## src/rtl/ex_mem_queue.sv

```systemverilog
// EX/MEM pipeline buffer: DEPTH-entry in-order queue with valid/ready
// handshake, global flush and per-hart selective kill.
//
// Ports:
//   i_clk, i_reset        clock, synchronous active-high reset
//   i_flush               kill every entry and the incoming beat
//   i_flush_hart          bit h kills entries / incoming beat of hart h
//   i_in_valid/o_in_ready EX side handshake; i_in_payload, i_in_hart_id
//   o_out_valid/i_out_ready MEM side handshake; o_out_payload, o_out_hart_id
//   o_occupancy           entries held, live or killed
module ex_mem_queue #(
    parameter int PAYLOAD_W = 110,
    parameter int HART_ID_W = 2,
    parameter int NUM_HARTS = 4,
    parameter int DEPTH     = 4,
    parameter int CNT_W     = 3
) (
    input  logic                 i_clk,
    input  logic                 i_reset,
    input  logic                 i_flush,
    input  logic [NUM_HARTS-1:0] i_flush_hart,
    input  logic                 i_in_valid,
    output logic                 o_in_ready,
    input  logic [PAYLOAD_W-1:0] i_in_payload,
    input  logic [HART_ID_W-1:0] i_in_hart_id,
    output logic                 o_out_valid,
    input  logic                 i_out_ready,
    output logic [PAYLOAD_W-1:0] o_out_payload,
    output logic [HART_ID_W-1:0] o_out_hart_id,
    output logic [CNT_W-1:0]     o_occupancy
);

    localparam int PTR_W = $clog2(DEPTH);

    logic [PAYLOAD_W-1:0] r_payload [DEPTH];
    logic [HART_ID_W-1:0] r_hart    [DEPTH];
    logic [DEPTH-1:0]     r_live;
    logic [PTR_W-1:0]     r_wr_ptr;
    logic [PTR_W-1:0]     r_rd_ptr;
    logic [CNT_W-1:0]     r_count;

    logic                 w_nonempty;
    logic [HART_ID_W-1:0] w_head_hart;
    logic                 w_head_kill;
    logic                 w_push;
    logic                 w_pop;

    assign w_nonempty  = (r_count != '0);
    assign w_head_hart = r_hart[r_rd_ptr];
    assign w_head_kill = i_flush | i_flush_hart[w_head_hart];

    // in_ready looks only at registered occupancy: no in->out comb path
    assign o_in_ready  = (r_count < CNT_W'(DEPTH));
    assign o_out_valid = w_nonempty & r_live[r_rd_ptr] & ~w_head_kill;

    assign o_out_payload = o_out_valid ? r_payload[r_rd_ptr] : '0;
    assign o_out_hart_id = o_out_valid ? w_head_hart : '0;
    assign o_occupancy   = r_count;

    assign w_push = i_in_valid & o_in_ready & ~i_flush
                  & ~i_flush_hart[i_in_hart_id];

    // Dead heads (killed earlier or this cycle) drain without out_valid
    assign w_pop = w_nonempty
                 & ((o_out_valid & i_out_ready)
                    | ~r_live[r_rd_ptr] | w_head_kill);

    always_ff @(posedge i_clk) begin
        if (i_reset) begin
            r_wr_ptr <= '0;
            r_rd_ptr <= '0;
            r_count  <= '0;
            r_live   <= '0;
            for (int i = 0; i < DEPTH; i++) begin
                r_payload[i] <= '0;
                r_hart[i]    <= '0;
            end
        end else if (i_flush) begin
            r_wr_ptr <= '0;
            r_rd_ptr <= '0;
            r_count  <= '0;
            r_live   <= '0;
        end else begin
            // Kill, then retire the head, then write: the pushed hart is
            // never flushed this cycle, and wr_ptr never equals a popped
            // rd_ptr unless the queue was empty (no pop).
            for (int i = 0; i < DEPTH; i++) begin
                if (i_flush_hart[r_hart[i]])
                    r_live[i] <= 1'b0;
            end
            if (w_pop) begin
                r_live[r_rd_ptr] <= 1'b0;
                r_rd_ptr         <= r_rd_ptr + 1'b1;
            end
            if (w_push) begin
                r_payload[r_wr_ptr] <= i_in_payload;
                r_hart[r_wr_ptr]    <= i_in_hart_id;
                r_live[r_wr_ptr]    <= 1'b1;
                r_wr_ptr            <= r_wr_ptr + 1'b1;
            end
            r_count <= r_count + CNT_W'(w_push) - CNT_W'(w_pop);
        end
    end

endmodule

```

## config.mk

```make
export PLATFORM = sky130hd
export DESIGN_NAME = ex_mem_queue
export DESIGN_NICKNAME = d
export VERILOG_FILES = /design/src/rtl/ex_mem_queue.sv
export SDC_FILE = /design/constraint.sdc
export NUM_CORES = 1
export LEC_CHECK = 0
export BUFFER_PORTS_ARGS = -buffer_cell sky130_fd_sc_hd__buf_2
export CAP_MARGIN = 15
export CORE_MARGIN = 2
export CORE_UTILIZATION = 45
export DETAILED_ROUTE_END_ITERATION = 12
export PLACE_DENSITY = 0.62
export REMOVE_ABC_BUFFERS = 1
export SYNTH_ARGS = -nofsm -noshare
export SYNTH_HDL_FRONTEND = slang
export SYNTH_SLANG_ARGS = --single-unit
```

## constraint.sdc

```tcl
create_clock -name i_clk -period 6.6 [get_ports i_clk]
set_input_delay 1.98 -clock i_clk [delete_from_list [all_inputs] [get_ports i_clk]]
set_output_delay 1.98 -clock i_clk [all_outputs]
set_load 0.05 [all_outputs]
```

==> run_results.csv <==
group,metric,value,unit
outcome,status,"finished, final reports clean",
timing,slew_violations,0,
clock_network,clk_latency,580,ps
yosys,ys.flop_type,"edfxtp_1",
timing,worst_slack,702.1,ps
timing,rsz0062_at_grt,"false",
clock_network,cts_sinks,461,
routing,drt_first_iter_violations,836,
routing,finalWirelength,49670,um
grt,grt_overflow,0,
yosys,synthArstFlopShare,0,
grt,grt-busiest-layer,"met2",
yosys,netlist_area,21150,sq um
power_and_ir_drop,p_seq_frac,0.459,
timing,clock_skew,14.93,ps
yosys,yosys.cell_types.count,37,
layout,synthToLayoutAreaGrowth,15.59,%
clock_network,cts_buffer_depth,3,
yosys,synth_cells,1327,
routing,drtAntennaViolNets,0,
floorplanning,die_h,220.8,um
hold_path,whs_path_depth,2,
yosys,seq_area_frac_synth,0.6483,
timing,setup_viol,0,
worst_setup_path,crit_fanout,34,
power_and_ir_drop,combPwrFrac,0.171,
worst_setup_path,worstSetupPathType,"in -> out",
worst_setup_path,worstPathRequired,4620,ps
floorplanning,dieArea,48760,sq um
power_and_ir_drop,powerDensity,306.7,nW/um^2
clock_network,post_cts_resized,0,
timing,max_freq,0.1696,GHz
power_and_ir_drop,irDropWorstVdd,0.0002960,V
placement,dp_hpwl,26720,um
placement,gp_congestion,0.7710,
yosys,synth-seq-cells,461,
power_and_ir_drop,leakage,9.551,nW
grt,use_met1,0.2725,
timing,finalCritPeriodShare,0.8936,
job,cap_violations,0,
worst_setup_path,end_kind,"primary output",
floorplanning,placementRows,79,
yosys,synth-edff-count,448,
clock_network,cts_made_buffers,49,
power_and_ir_drop,clkPwrFrac,0.370,
clock_network,holdBufCountCts,0,
placement,portBuffers,237,
worst_setup_path,r2r_setup_slack,3540,ps
worst_setup_path,r2r-end,"o_occupancy[2]",
routing,dr.pass1.iters,5,
layout,final_nets,1673,
power_and_ir_drop,p_total,7.500,mW
clock_network,cts_setup_buffers,0,
hold_path,hold_class,"reg -> reg",
power_and_ir_drop,p_switching,1.838,mW
layout,multi_input_area,6782,sq um
hold_path,hold_end,"r_wr_ptr[1]",
routing,num_vias,11840,
floorplanning,ios,238,
yosys,yosys_warnings,0,
routing,drt-vias-per-instance,5.405,
grt,grt_max_degree,113,
timing,finalHoldViolations,0,
worst_setup_path,start_kind,"primary input",
yosys,avgSynthCellArea,15.94,sq um
placement,dp_slack,661.3,ps
clock_network,cts_tree,"yes",
timing,tightestPinTransition,980.3,ps
worst_setup_path,cp.arrival,3920,ps
timing,fin_hold_ws,614.2,ps
clock_network,htreeDepth,2,
power_and_ir_drop,p_sw_frac,0.2451,
grt,grt_pass1_vias,12520,
floorplanning,core,46460,sq um
layout,regArea,13720,sq um
grt,grt_pass1_wl,75510,um
layout,num-fill-cells,3897,
timing,setup-tns-final,0,ps
grt,gr-usage-met2,0.3424,
routing,wl_per_cell,22.68,um
hold_path,worst_hold_startpoint,"r_wr_ptr[1]",
layout,drive_above_1_share,0.2920,
clock_network,cts_root_buffer,"clkbuf_16",
floorplanning,die_x,220.8,um
timing,relSlewSlack,0.3464,
routing,drc_errors,0,
grt,use_met3,0.03837,
clock_network,path_clk_slew,60,ps
grt,antenna_found_initial,7,
grt,grt_usage,0.2034,
power_and_ir_drop,p_int,5.662,mW
floorplanning,initial_core_util,0.4553,
worst_setup_path,reg2reg_depth,12,
timing,fin_crit,5898,ps
## metal layers
metal	share of wire	wire length, um	vias to the layer above
met5	0.00087	43	-
met4	0.019	936	6
met3	0.057	2828	71
met2	0.50	24730	289
met1	0.43	21130	6118
li1	-	-	5354
## metrics by stage
step,util,instances,area (sq um)
after detailed placement,0.4916,2097,22840
after CTS,0.5261,2186,24440
after global placement,0.4916,2097,22840
after floorplan,-,1226,20490
after global routing,0.5262,2187,24440
final,0.5263,2190,24450
## critical path, stage by stage
cell and delay, ps:
buf_2 130, nor2b_1 390, nand3_4 540, buf_12 390, nor2b_1 150, buf_2 280
## kinds of logic after synthesis
| kind of cell | count (synthesis) | share of synthesized area |
|---|---|---|
| AND/OR/NAND/NOR | 600 | 0.1771 |
| flip-flops | 461 | 0.6483 |
| multiplexers | 122 | 0.1278 |
| buffers and inverters | 111 | 0.03289 |
| AO/OA/AOI/OAI | 19 | 0.005856 |
| adder cells (fa/ha/maj) | 11 | 0.006862 |
| XOR/XNOR | 3 | 0.001242 |
## Yosys cell counts, types with 3 or more instances
master	n	area, sq um
a211oi_1	4	30.03
a21oi_1	9	45.04
and2_1	338	2115
and3_1	112	700.7
and3_4	3	33.78
buf_6	30	337.8
buf_8	3	45.04
clkbuf_1	54	202.7
clkbuf_2	11	55.05
dfxtp_1	13	260.3
edfxtp_1	448	13450
ha_1	10	125.1
inv_1	10	37.54
mux2i_1	3	30.03
mux4_2	118	2658
nand2_1	6	22.52
nand3_1	4	20.02
nor2_1	8	30.03
nor2b_1	117	732.0
or2_2	3	18.77
## final cells by class
| type | instances | area share |
|---|---|---|
| sequential | 461 | 0.5612 |
| multi-input combinational | 755 | 0.2774 |
| timing repair buffer | 264 | 0.06294 |
| clock buffer | 58 | 0.05153 |
| tap | 607 | 0.03106 |
| clock inverter | 31 | 0.01402 |
| inverter | 10 | 0.001535 |
| antenna | 4 | 0.0004094 |
## worst max path at each step
stage               startpoint           endpoint  slack (ps)  cells after the start
floorplan            flip-flop   o_out_hart_id[1]       -3400                      5
global placement       i_flush  o_out_payload[26]         700                      6
detailed placement     i_flush  o_out_payload[26]         660                      6
CTS                    i_flush  o_out_payload[26]         670                      6
global route           i_flush  o_out_payload[26]         500                      6
finish                 i_flush  o_out_payload[45]         700                      6
## state kept, by name, summed over array words and instances, names as in the netlist, named ones only
register and flops:
r_rd_ptr 2, r_live 4, r_payload 440, r_wr_ptr 2, r_hart 8, o_occupancy 3
## power by group through the flow
stage	sequential (mW)	clock, mW	combinational, mW
detailed placement	3.51	0	1.31
floorplan	3.66	0	0.855
finish	3.44	2.78	1.28
global route	3.46	2.95	1.38
CTS	3.45	2.84	1.31
global placement	3.50	0	1.30
## layout by cell type, fill, tap and decap left out, drive strengths merged, types with 10 or more instances in the layout
| master | n |
|---|---|
| edfxtp | 448 |
| and2 | 338 |
| buf | 264 |
| mux4 | 118 |
| nor2b | 117 |
| and3 | 115 |
| clkbuf | 58 |
| clkinv | 22 |
| dfxtp | 13 |
| inv | 10 |
| ha | 10 |
Power figures use the tool's default switching activity.
